## src/rtl/traffic_pkg.sv

```systemverilog
// Shared definitions for the traffic controller: light codes and the
// debounce counter sizing used by the sensor front end.
package traffic_pkg;

  localparam logic [1:0] RED    = 2'b00;
  localparam logic [1:0] YELLOW = 2'b01;
  localparam logic [1:0] GREEN  = 2'b10;

  localparam int DEBOUNCE_DEFAULT = 4;

  // Counter must be able to hold values 0..DEBOUNCE.
  function automatic int db_cnt_width(input int debounce);
    return $clog2(debounce + 1);
  endfunction

  localparam int DB_CNT_W = $clog2(DEBOUNCE_DEFAULT + 1);

endpackage

```

## src/rtl/sensor_debounce.sv

```systemverilog
// Two-flop synchronizer plus enable-gated debounce for one loop sensor;
// emits a pulse when the accepted level rises.
module sensor_debounce
  import traffic_pkg::*;
#(
  parameter int DEBOUNCE = 4
) (
  input  logic clk,
  input  logic reset,
  input  logic enable,
  input  logic sense,
  output logic rise
);

  localparam int CNT_W = db_cnt_width(DEBOUNCE);
  localparam logic [CNT_W-1:0] CNT_LAST = CNT_W'(DEBOUNCE - 1);

  logic             sync1_r;
  logic             sync2_r;
  logic [CNT_W-1:0] cnt_r;
  logic [CNT_W-1:0] cnt_nxt_s;
  logic             db_r;
  logic             db_nxt_s;
  logic             rise_r;
  logic             rise_nxt_s;

  // Synchronizer runs every cycle, independent of enable.
  always_ff @(posedge clk or posedge reset) begin
    if (reset) begin
      sync1_r <= 1'b0;
      sync2_r <= 1'b0;
    end else begin
      sync1_r <= sense;
      sync2_r <= sync1_r;
    end
  end

  // The level flips on the DEBOUNCE-th consecutive differing cycle. A rise
  // pulse is held while enable is low so the parent never misses it.
  always_comb begin
    cnt_nxt_s  = cnt_r;
    db_nxt_s   = db_r;
    rise_nxt_s = rise_r;
    if (enable) begin
      rise_nxt_s = 1'b0;
      if (sync2_r != db_r) begin
        if (cnt_r == CNT_LAST) begin
          db_nxt_s   = sync2_r;
          cnt_nxt_s  = '0;
          rise_nxt_s = sync2_r;
        end else begin
          cnt_nxt_s = cnt_r + CNT_W'(1);
        end
      end else begin
        cnt_nxt_s = '0;
      end
    end else begin
      cnt_nxt_s  = cnt_r;
      db_nxt_s   = db_r;
      rise_nxt_s = rise_r;
    end
  end

  // Debounce state registers.
  always_ff @(posedge clk or posedge reset) begin
    if (reset) begin
      cnt_r  <= '0;
      db_r   <= 1'b0;
      rise_r <= 1'b0;
    end else begin
      cnt_r  <= cnt_nxt_s;
      db_r   <= db_nxt_s;
      rise_r <= rise_nxt_s;
    end
  end

  assign rise = rise_r;

endmodule

```

## src/rtl/car_sensor_conditioner.sv

```systemverilog
// Turns the road 2/4 loop sensors into latched vehicle requests and
// saturating arrival counts, both cleared when the side road is green.
module car_sensor_conditioner
  import traffic_pkg::*;
#(
  parameter int DEBOUNCE = 4,
  parameter int WAIT_W   = 4
) (
  input  logic              clk,
  input  logic              reset,
  input  logic              enable,
  input  logic              sense2,
  input  logic              sense4,
  input  logic [1:0]        l24,
  output logic              car2,
  output logic              car4,
  output logic [WAIT_W-1:0] wait2,
  output logic [WAIT_W-1:0] wait4
);

  localparam logic [WAIT_W-1:0] WAIT_MAX = {WAIT_W{1'b1}};

  logic              rise2_s;
  logic              rise4_s;
  logic              served_s;
  logic              arrive2_s;
  logic              arrive4_s;
  logic              car2_nxt_s;
  logic              car4_nxt_s;
  logic [WAIT_W-1:0] wait2_nxt_s;
  logic [WAIT_W-1:0] wait4_nxt_s;

  sensor_debounce #(.DEBOUNCE(DEBOUNCE)) u_db2 (
    .clk    (clk),
    .reset  (reset),
    .enable (enable),
    .sense  (sense2),
    .rise   (rise2_s)
  );

  sensor_debounce #(.DEBOUNCE(DEBOUNCE)) u_db4 (
    .clk    (clk),
    .reset  (reset),
    .enable (enable),
    .sense  (sense4),
    .rise   (rise4_s)
  );

  // Unused code 2'b11 is deliberately treated as not served.
  assign served_s  = (l24 == GREEN);
  assign arrive2_s = rise2_s & enable;
  assign arrive4_s = rise4_s & enable;

  // Green wins over a simultaneous arrival: the car proceeds on green.
  always_comb begin
    car2_nxt_s  = car2;
    car4_nxt_s  = car4;
    wait2_nxt_s = wait2;
    wait4_nxt_s = wait4;
    if (served_s) begin
      car2_nxt_s  = 1'b0;
      car4_nxt_s  = 1'b0;
      wait2_nxt_s = '0;
      wait4_nxt_s = '0;
    end else begin
      if (arrive2_s) begin
        car2_nxt_s = 1'b1;
        if (wait2 != WAIT_MAX) begin
          wait2_nxt_s = wait2 + WAIT_W'(1);
        end else begin
          wait2_nxt_s = wait2;
        end
      end else begin
        car2_nxt_s  = car2;
        wait2_nxt_s = wait2;
      end
      if (arrive4_s) begin
        car4_nxt_s = 1'b1;
        if (wait4 != WAIT_MAX) begin
          wait4_nxt_s = wait4 + WAIT_W'(1);
        end else begin
          wait4_nxt_s = wait4;
        end
      end else begin
        car4_nxt_s  = car4;
        wait4_nxt_s = wait4;
      end
    end
  end

  // Request latches and arrival counters.
  always_ff @(posedge clk or posedge reset) begin
    if (reset) begin
      car2  <= 1'b0;
      car4  <= 1'b0;
      wait2 <= '0;
      wait4 <= '0;
    end else begin
      car2  <= car2_nxt_s;
      car4  <= car4_nxt_s;
      wait2 <= wait2_nxt_s;
      wait4 <= wait4_nxt_s;
    end
  end

endmodule

```

## config.mk

```make
export PLATFORM = sky130hd
export DESIGN_NAME = car_sensor_conditioner
export DESIGN_NICKNAME = d
export VERILOG_FILES = /design/src/rtl/traffic_pkg.sv /design/src/rtl/sensor_debounce.sv /design/src/rtl/car_sensor_conditioner.sv
export SDC_FILE = /design/constraint.sdc
export NUM_CORES = 1
export LEC_CHECK = 0
export CAP_MARGIN = 25
export CORE_ASPECT_RATIO = 0.9
export CORE_MARGIN = 1
export CORE_UTILIZATION = 40
export CTS_CLUSTER_SIZE = 20
export DETAILED_ROUTE_END_ITERATION = 10
export PLACE_DENSITY = 0.59
export SLEW_MARGIN = 0
export SYNTH_ARGS = -nofsm -noshare
export SYNTH_HDL_FRONTEND = slang
export SYNTH_SLANG_ARGS = --single-unit
```

## constraint.sdc

```tcl
create_clock -name clk -period 3.5 [get_ports clk]
set_input_delay 0.875 -clock clk [delete_from_list [all_inputs] [get_ports clk]]
set_output_delay 0.875 -clock clk [all_outputs]
set_load 0.005 [all_outputs]
```

Word-level counts from Yosys, hierarchy flattened:

Index checks and enable logic that the tools add are counted.

* register bits after elaboration: 24
* input port bits: 7

* $add $sub $neg: 4
* equal/unequal tests: 7
* multiplexer cells: 18
* bitwise gates (word level): 2
* reductions and logical operators: 8

Operators with widths (number)
* $mux W4: 6
* $mux W3: 4
* $add A4 B1 Y4 const B: 2
* $mux W1: 8
* $ne A4 B4 Y1 const B: 2
* $reduce_bool A2 Y1: 4
* $add A3 B1 Y3 const B: 2
* $eq A3 B2 Y1 const B: 2
* $reduce_and A3 Y1: 2
* $reduce_and A2 Y1: 2
* $and A1 B1 Y1: 2
* $eq A2 B2 Y1 const B: 1
* $ne A1 B1 Y1: 2

Depth between registers and ports, before layout:

Gate-level depths: netlist of the first run.

* word-level depth: 4
* gate-level depth with buffers: 4
* gate-level depth less buffers: 4

By module:

Synthesis of the first run repeated with hierarchy kept, for this count alone.

* cells, all modules: 100
* area, all modules: 1116.1 um^2

By module, submodules not included
* sensor_debounce: instances 2, cells an instance 25, area an instance 301.5 um^2, sequential area each 175.2 um^2
* car_sensor_conditioner: instances 1, cells an instance 50, area an instance 513.0 um^2, sequential area each 250.2 um^2

Worst setup path before layout of the first run:

OpenSTA, ideal clock, no wires.

* kind: input-to-reg
* start point: input enable
* end point: register wait2[0]
* data arrival time: 1.557 ns
* slack: 1.866 ns
* stages on the path: 4
* path buffers: 1
* cells stage by stage: buf_4 > nand2_2 > or3_1 > a21oi_1

* word-level cells in the longest chain between the ends: 3

Ends and longest elaborated chain
* start: declaration: line car_sensor_conditioner.sv:11 `input logic enable,`
* $and A1 B1 Y1: line car_sensor_conditioner.sv:51 `assign arrive2_s = rise2_s & enable;`
* $reduce_bool A2 Y1 (no source line)
* $reduce_and A2 Y1 (no source line)
* end signal: assignment: line car_sensor_conditioner.sv:101 `wait2 <= wait2_nxt_s;`
* end: declaration: line car_sensor_conditioner.sv:17 `output logic [WAIT_W-1:0] wait2,`

Every way passes these cells.
A chain may end at the register's enable or synchronous reset.

Worst setup path in the final report of the first run:

Ends and elaborated chain as after synthesis.

==> results summary, run 1 <==
The final reports fail on DRC. The number of CTS-inserted buffers is 3. The setup slack on the worst flop-to-flop path is 2.05 ns. The detail route stage leaves a number of antenna-violating nets equal to 0. Dividing the final minimum period by the clock period gives 0.627.

The combined global-route utilization of all metal layers is 0.145. The power density normalized to cell area came out at 490 mW/mm^2. The worst slack on hold paths came out at 0.367 ns.

The cell depth of the worst min-delay path is 0. The count of unresolved DRC violations after routing is 2. Of all nets on the critical path, the largest fanout is 19. The number of nets in the synthesized netlist came out at 109. The die extent in y is 51.3 microns. The remaining max-slew budget at the tightest pin came out at 0.407. The most common flop cell mapped by yosys is sky130_fd_sc_hd__dfrtp_1. Setup repair after global routing left no endpoint under its margin. The clock-pin slew reported for the worst setup and hold paths after clock tree synthesis is 0.12 ns.

Once routing completed, OpenROAD measured the worst setup slack at 1.30 ns. The final HPWL from detailed placement is 1290 microns. The post-synthesis instance area came out at 0.00108 sq mm. The number of antenna violations at the first check in global routing came out at 0. The H-tree depth is 1. Using the TritonRoute via totals, the vias-per-cell ratio works out to 5.40.

The upper clock frequency limit is 455 MHz. In this run the worst setup path terminates at wait2[0]$_DFFE_PP0P_. The critical path data required time is 3.74 ns. The number of setup violations in the final report came out at 0. The number of hold-repair buffers added at the cts stage is 0. The analysis attributes to cell leakage a power of 0.549 nW. The type of the setup path with the least slack is input port to register. The setup slack at placement came out at 0.954 ns. The fraction of registers with async set/reset is 1.00.

The number of placed I/O pins is 17. The buffers inserted during post-CTS setup optimization came out at 0. The sum of negative setup slack came out at 0 ns. The final period demand of the worst path is 2.20 ns. The max capacitance violation total came out at 0.

The worst register-to-register path begins at wait4[0]$_DFFE_PP0P_. The flow ran to the end, but the final reports show violations. The CTS tree is yes. The DRC marker count from the first detailed-route iteration came out at 35. Compared with the post-synthesis result, the final layout area differs by 19.7%. The count of nets after finishing came out at 128. In this run the horizontal extent of the chip is 56.8 microns. The number of antenna diodes is 0. The count of fill cells added during filler insertion is 228. On the final layout, the worst clock skew is 0.0101 ns.

The kind of end point of the critical path is a register. The most critical setup path has its startpoint at enable. The slew at the pin closest to its max-slew limit came out at 0.888 ns. The post-synthesis sequential element count is 24.

The global-route wire length before repair came out at 3080 microns. The number of cells on the worst reg-to-reg path is 4. The aggregate global routing overflow is 0. Before antenna repair, the detailed router went through 9 iterations. The number of hold violations in the final report is 0.

The count of buffers from port buffering is 16. The clock passes through at most 2 buffers. The number of clock sinks is 24. The pin count of the biggest net entering global routing came out at 25. The die covers 0.00291 sq mm. The via count of the first global-routing pass is 697. The congestion estimate from routability-driven global placement came to 0.748.

The core footprint is 0.00251 sq mm. In this run the critical register-to-register path is captured at wait4[0]$_DFFE_PP0P_. In the synthesized netlist, the number of instances is 98. CTS placed an instance of sky130_fd_sc_hd__clkbuf_4 at the clock tree root.

The routed wire length per instance is 12.2 microns. The portion of the post-synthesis area used by sequential elements is 0.556. The largest voltage drop on the vdd net is 284 uV. The data arrival time of the critical path came out at 2.44 ns. Synthesis instantiated 29 different standard cells from the library. The number of max-slew violations in the final report came out at 0.

The average instance in the mapped netlist occupies 11.0 sq um. The Yosys step of the flow raised 0 warnings. The row count is 17.

The final layout contains routed wiring with a total length of 1760 microns. The tightest min-delay check is of the register to register type. Clock latency on the worst-skew pair, taken at its later pin, is 0.31 ns.

Of the cells placed in the final design, the portion with a size suffix greater than 1 is 0.0690. The synthesized design contains 0 enable-type register cells. STA classifies the critical path startpoint as an input port.

The effective utilization at floorplan came out at 0.431. The number of vias in the routed layout is 778. The number of gates resized after CTS is 0.
[placed cells by master, fill, tap and decap left out, types with 3 or more instances in the layout]
| master | n |
|---|---|
| sky130_fd_sc_hd__a21oi_1 | 4 |
| sky130_fd_sc_hd__and2_1 | 4 |
| sky130_fd_sc_hd__clkbuf_4 | 3 |
| sky130_fd_sc_hd__clkdlybuf4s50_1 | 16 |
| sky130_fd_sc_hd__dfrtp_1 | 24 |
| sky130_fd_sc_hd__ha_1 | 4 |
| sky130_fd_sc_hd__inv_1 | 6 |
| sky130_fd_sc_hd__nand2_1 | 8 |
| sky130_fd_sc_hd__nor3_1 | 7 |
| sky130_fd_sc_hd__o21ai_1 | 6 |
[final cells by class]
type,instances,area [sq um],share of cell area
Inverter,6,22.5,0.0174
Clock buffer,4,36.3,0.0280
Multi-Input combinational cell,66,439,0.339
Tap cell,28,35.0,0.0271
Timing Repair Buffer,16,160,0.124
Sequential cell,24,601,0.464
[registers in the layout (all words and copies together) (netlist names), 3 cells and up]
name         flops
wait4            4
u_db4.cnt_r      3
wait2            4
u_db2.cnt_r      3
[worst min-delay path by stage]
stage / startpoint / end
after floorplan: u_db2.sync1_r$_DFF_PP0_ / u_db2.sync2_r$_DFF_PP0_
after global placement: u_db2.sync1_r$_DFF_PP0_ / u_db2.sync2_r$_DFF_PP0_
after detailed placement: u_db2.sync1_r$_DFF_PP0_ / u_db2.sync2_r$_DFF_PP0_
after CTS: u_db2.sync1_r$_DFF_PP0_ / u_db2.sync2_r$_DFF_PP0_
after global routing: u_db2.sync1_r$_DFF_PP0_ / u_db2.sync2_r$_DFF_PP0_
final: u_db2.sync1_r$_DFF_PP0_ / u_db2.sync2_r$_DFF_PP0_
[metal layers]
metal  share of wire  global-route usage  wire (microns)  up-vias
met1            0.49               0.182             858      371
met2            0.46               0.234             804       17
met3           0.047              0.0532              82        2
li1                -                   -               -      388
met5               0                   0               0        -
met4          0.0080              0.0447              14        0
[Yosys cell counts, types with 4 or more instances]
cell type | count | area share
sky130_fd_sc_hd__inv_1 | 6 | 0.021
sky130_fd_sc_hd__o21ai_1 | 6 | 0.028
sky130_fd_sc_hd__dfrtp_1 | 24 | 0.56
sky130_fd_sc_hd__nand2_1 | 8 | 0.028
sky130_fd_sc_hd__a21oi_1 | 4 | 0.019
sky130_fd_sc_hd__nor3_1 | 7 | 0.032
sky130_fd_sc_hd__ha_1 | 4 | 0.046
sky130_fd_sc_hd__and2_1 | 4 | 0.023
[through the flow]
| stage | util | instance area (sq um) | total power, W | instances |
|---|---|---|---|---|
| finish | 0.515 | 1290 | 0.000634 | 144 |
| global route | 0.515 | 1290 | 0.000678 | 144 |
| CTS | 0.515 | 1290 | 0.000644 | 144 |
| detailed placement | 0.501 | 1260 | 0.000499 | 140 |
| global placement | 0.501 | 1260 | 0.000492 | 140 |
| floorplan | - | 1080 | 0.000456 | 98 |
[worst max-delay path, stage by stage]
cell	delay (ns)
sky130_fd_sc_hd__clkdlybuf4s50_1	0.86
sky130_fd_sc_hd__nand2_2	0.19
sky130_fd_sc_hd__or3_1	0.37
sky130_fd_sc_hd__a21oi_1	0.14
[kinds of logic after synthesis]
kind of cell             count (synthesis)  synth area share
AO/OA/AOI/OAI                           23             0.134
XOR/XNOR                                 2            0.0162
adder cells (fa/ha/maj)                  4            0.0463
buffers and inverters                    8            0.0382
flip-flops                              24             0.556
multiplexers                             3            0.0312
AND/OR/NAND/NOR                         34             0.178
[where the power goes]
part / total, W / internal, W / switching, W
Sequential: 0.000353 / 0.000321 / 0.0000323
Clock: 0.000145 / 0.0000635 / 0.0000813
Combinational: 0.000135 / 0.0000747 / 0.0000607
(Power assumes the default switching activity.)
==> inputs of run 2 (changes only) <==
Clock period 3.5 ns to 2.3 ns, I/O delays scaled along.
==> run 2 against run 1 <==
- the run still ends with DRC left
- hold slack worse by 0.0012 ns
- cell count is 0.69% higher
- global-route usage is 0.95 points higher
- flip-flop and latch count stayed put
- sequential power is 53% higher
- largest cell class unchanged
==> results summary, run 2 (synthesized netlist as in run 1, its figures left out) <==
The largest registers in the layout are wait2 x4, wait4 x4. The critical path data required time came out at 1.73 ns. The final period demand of the worst path is 1.87 ns. The clock skew after layout came out at 0.0126 ns. The kind of end point of the critical path is a primary output. The H-tree depth came out at 1.

The worst-path maximum fanout came out at 6. The checks that failed: DRC. Entering global routing, the biggest net connects 25 pins. After detailed routing, the number of vias per cell comes to 5.30.

The number of placed I/O pins came out at 17. The remaining max-slew budget at the tightest pin came out at 0.686. The number of gates resized after CTS came out at 0.

The effective utilization at floorplan came out at 0.431. Setup repair after global routing left no endpoint under its margin. The area growth from synthesis to layout is 19.8%.

The max capacitance violation total came out at 0. The fraction of the cycle the final worst path needs came out at 0.814. The first global-routing pass estimated 3390 microns of wire.

The area of the die came out at 0.00291 sq mm. The largest voltage drop on the vdd net came out at 441 uV. The data arrival time of the critical path is 1.30 ns. The power density normalized to cell area is 718 mW/mm^2. Buffers inserted to repair hold after CTS numbered 0. The worst setup path is of the register to primary output kind.

Leaving out filler cells and counting taps, the final layout contains 145. The number of iterations in the first detailed-routing pass is 7. The remaining number of nets flagged by the antenna check after routing came out at 0. Summing all placed instances gives a cell area of 0.00127 sq mm. The number of antenna violations at the first check in global routing came to 0. For this run the aggregate overflow at the end of global routing stands at 0. The kind of cell with the highest combined delay along the critical path is buffers and inverters. TritonCTS built the clock tree.

The combined global-route utilization of all metal layers is 0.154. The run finished, with violations left. The number of antenna diodes is 0.

Among all stages on the critical path, the largest delay is contributed by sky130_fd_sc_hd__clkdlybuf4s50_1. The sum of negative setup slack is 0 ns. The number of clock sinks is 24. The layout has 234 filler cells.

The upper clock frequency limit is 534 MHz. Leaving out fill and tap cells, the most frequent cell in the layout is sky130_fd_sc_hd__dfrtp_1. The row count came out at 17. The library cell used as clock root buffer is sky130_fd_sc_hd__clkbuf_4. The width of the die came out at 56.8 microns. The die extent in y is 51.3 microns. The via count of the first global-routing pass is 816. The count of unresolved DRC violations after routing is 2. The number of max-slew violations in the final report is 0.

Counting both buffers and inverters, the worst setup path holds a total of 1. After the first detailed-routing iteration, the DRC count stood at 16. The critical path goes through clkdlybuf4s50_1. The final estimated routing congestion in global placement came out at 0.725. The buffers inserted during post-CTS setup optimization came out at 0. The launching element type of the critical path is a register. The total detailed-routing wirelength came out at 1850 microns. The slew at the pin closest to its max-slew limit came out at 0.470 ns. The min-delay analysis places its worst path in the category register to register. The clock reaches the later pin of the worst-skew pair after 0.31 ns. The placed instance count is 142. The number of CTS-inserted buffers is 3. The count of buffers from port buffering came out at 16. The routed layout has 769 vias. After detailed routing, the average wire length per cell comes to 12.7 microns.

The proportion of layout cells with a drive suffix above 1 is 0.0769. The number of setup violations in the final report is 0. The leakage power is 0.552 nW.

The library cells used most frequently in the layout, excluding fill and tap cells, are sky130_fd_sc_hd__dfrtp_1 (24), sky130_fd_sc_hd__clkdlybuf4s50_1 (16), sky130_fd_sc_hd__nand2_1 (8). In this design, the stage delay of the slowest critical-path cell is 0.53 ns. The area of all placed cells without fillers is 0.00129 sq mm. The number of hold violations in the final report came to 0. The clock-pin slew reported for the worst setup and hold paths after clock tree synthesis is 0.13 ns.

For this run, the share of the core covered by cells in the final layout is 0.516. The final HPWL from detailed placement came out at 1370 microns. The core footprint is 0.00251 sq mm. The maximum clock insertion buffer count came out at 2. The count of nets after finishing is 130.
## run 2: cell types whose count changed in the layout (fill, tap and decap cells not counted)
cell                       delta
sky130_fd_sc_hd__clkbuf_8     -1
sky130_fd_sc_hd__buf_4        +2
## run 2: layout make-up
class,count,area (sq um),area share
timing repair buffer,18,175,0.135
inverter,6,22.5,0.0174
sequential,24,601,0.464
multi-input combinational,66,439,0.339
clock buffer,3,22.5,0.0174
tap,28,35.0,0.0271
## run 2: stage by stage
| stage | setup WS (ns) | total power, W | hold slack, ns |
|---|---|---|---|
| 4_1_cts | 0.397 | 0.000947 | 0.369 |
| 3_3_place_gp | 0.363 | 0.000754 | 0.332 |
| 2_1_floorplan | 0.939 | 0.000694 | 0.331 |
| 6_report | 0.428 | 0.000930 | 0.365 |
| 3_5_place_dp | 0.309 | 0.000764 | 0.340 |
| 5_1_grt | 0.349 | 0.000996 | 0.370 |
## run 2: metal layers
metal,wire [microns],up-vias,part of all wire,track usage
met5,0,-,0,0
met4,14,0,0.0076,0.0569
met3,55,2,0.030,0.0532
met2,907,11,0.49,0.266
met1,870,361,0.47,0.179
li1,-,395,-,-
## run 2: final timing paths
check                                         from                      end  slack, ns  cells after the start
setup / recovery              wait4[0]$_DFFE_PP0P_                 wait4[0]       0.43                      1
hold / removal             u_db2.sync1_r$_DFF_PP0_  u_db2.sync2_r$_DFF_PP0_       0.37                      0
setup reg to reg              wait4[0]$_DFFE_PP0P_     wait4[0]$_DFFE_PP0P_       0.82                      4
hold reg to reg            u_db2.sync1_r$_DFF_PP0_  u_db2.sync2_r$_DFF_PP0_       0.37                      0
max in group asynchronous                    reset  u_db2.sync2_r$_DFF_PP0_       1.47                      3
min in group asynchronous                    reset         car2$_DFFE_PP0P_       0.59                      3
## run 2: power breakdown
group          internal [W]  switching (W)  leakage [nW]
clock             0.0000611       0.000117        0.0138
sequential         0.000489      0.0000526         0.318
combinational      0.000117      0.0000936         0.220
total              0.000667       0.000263         0.552
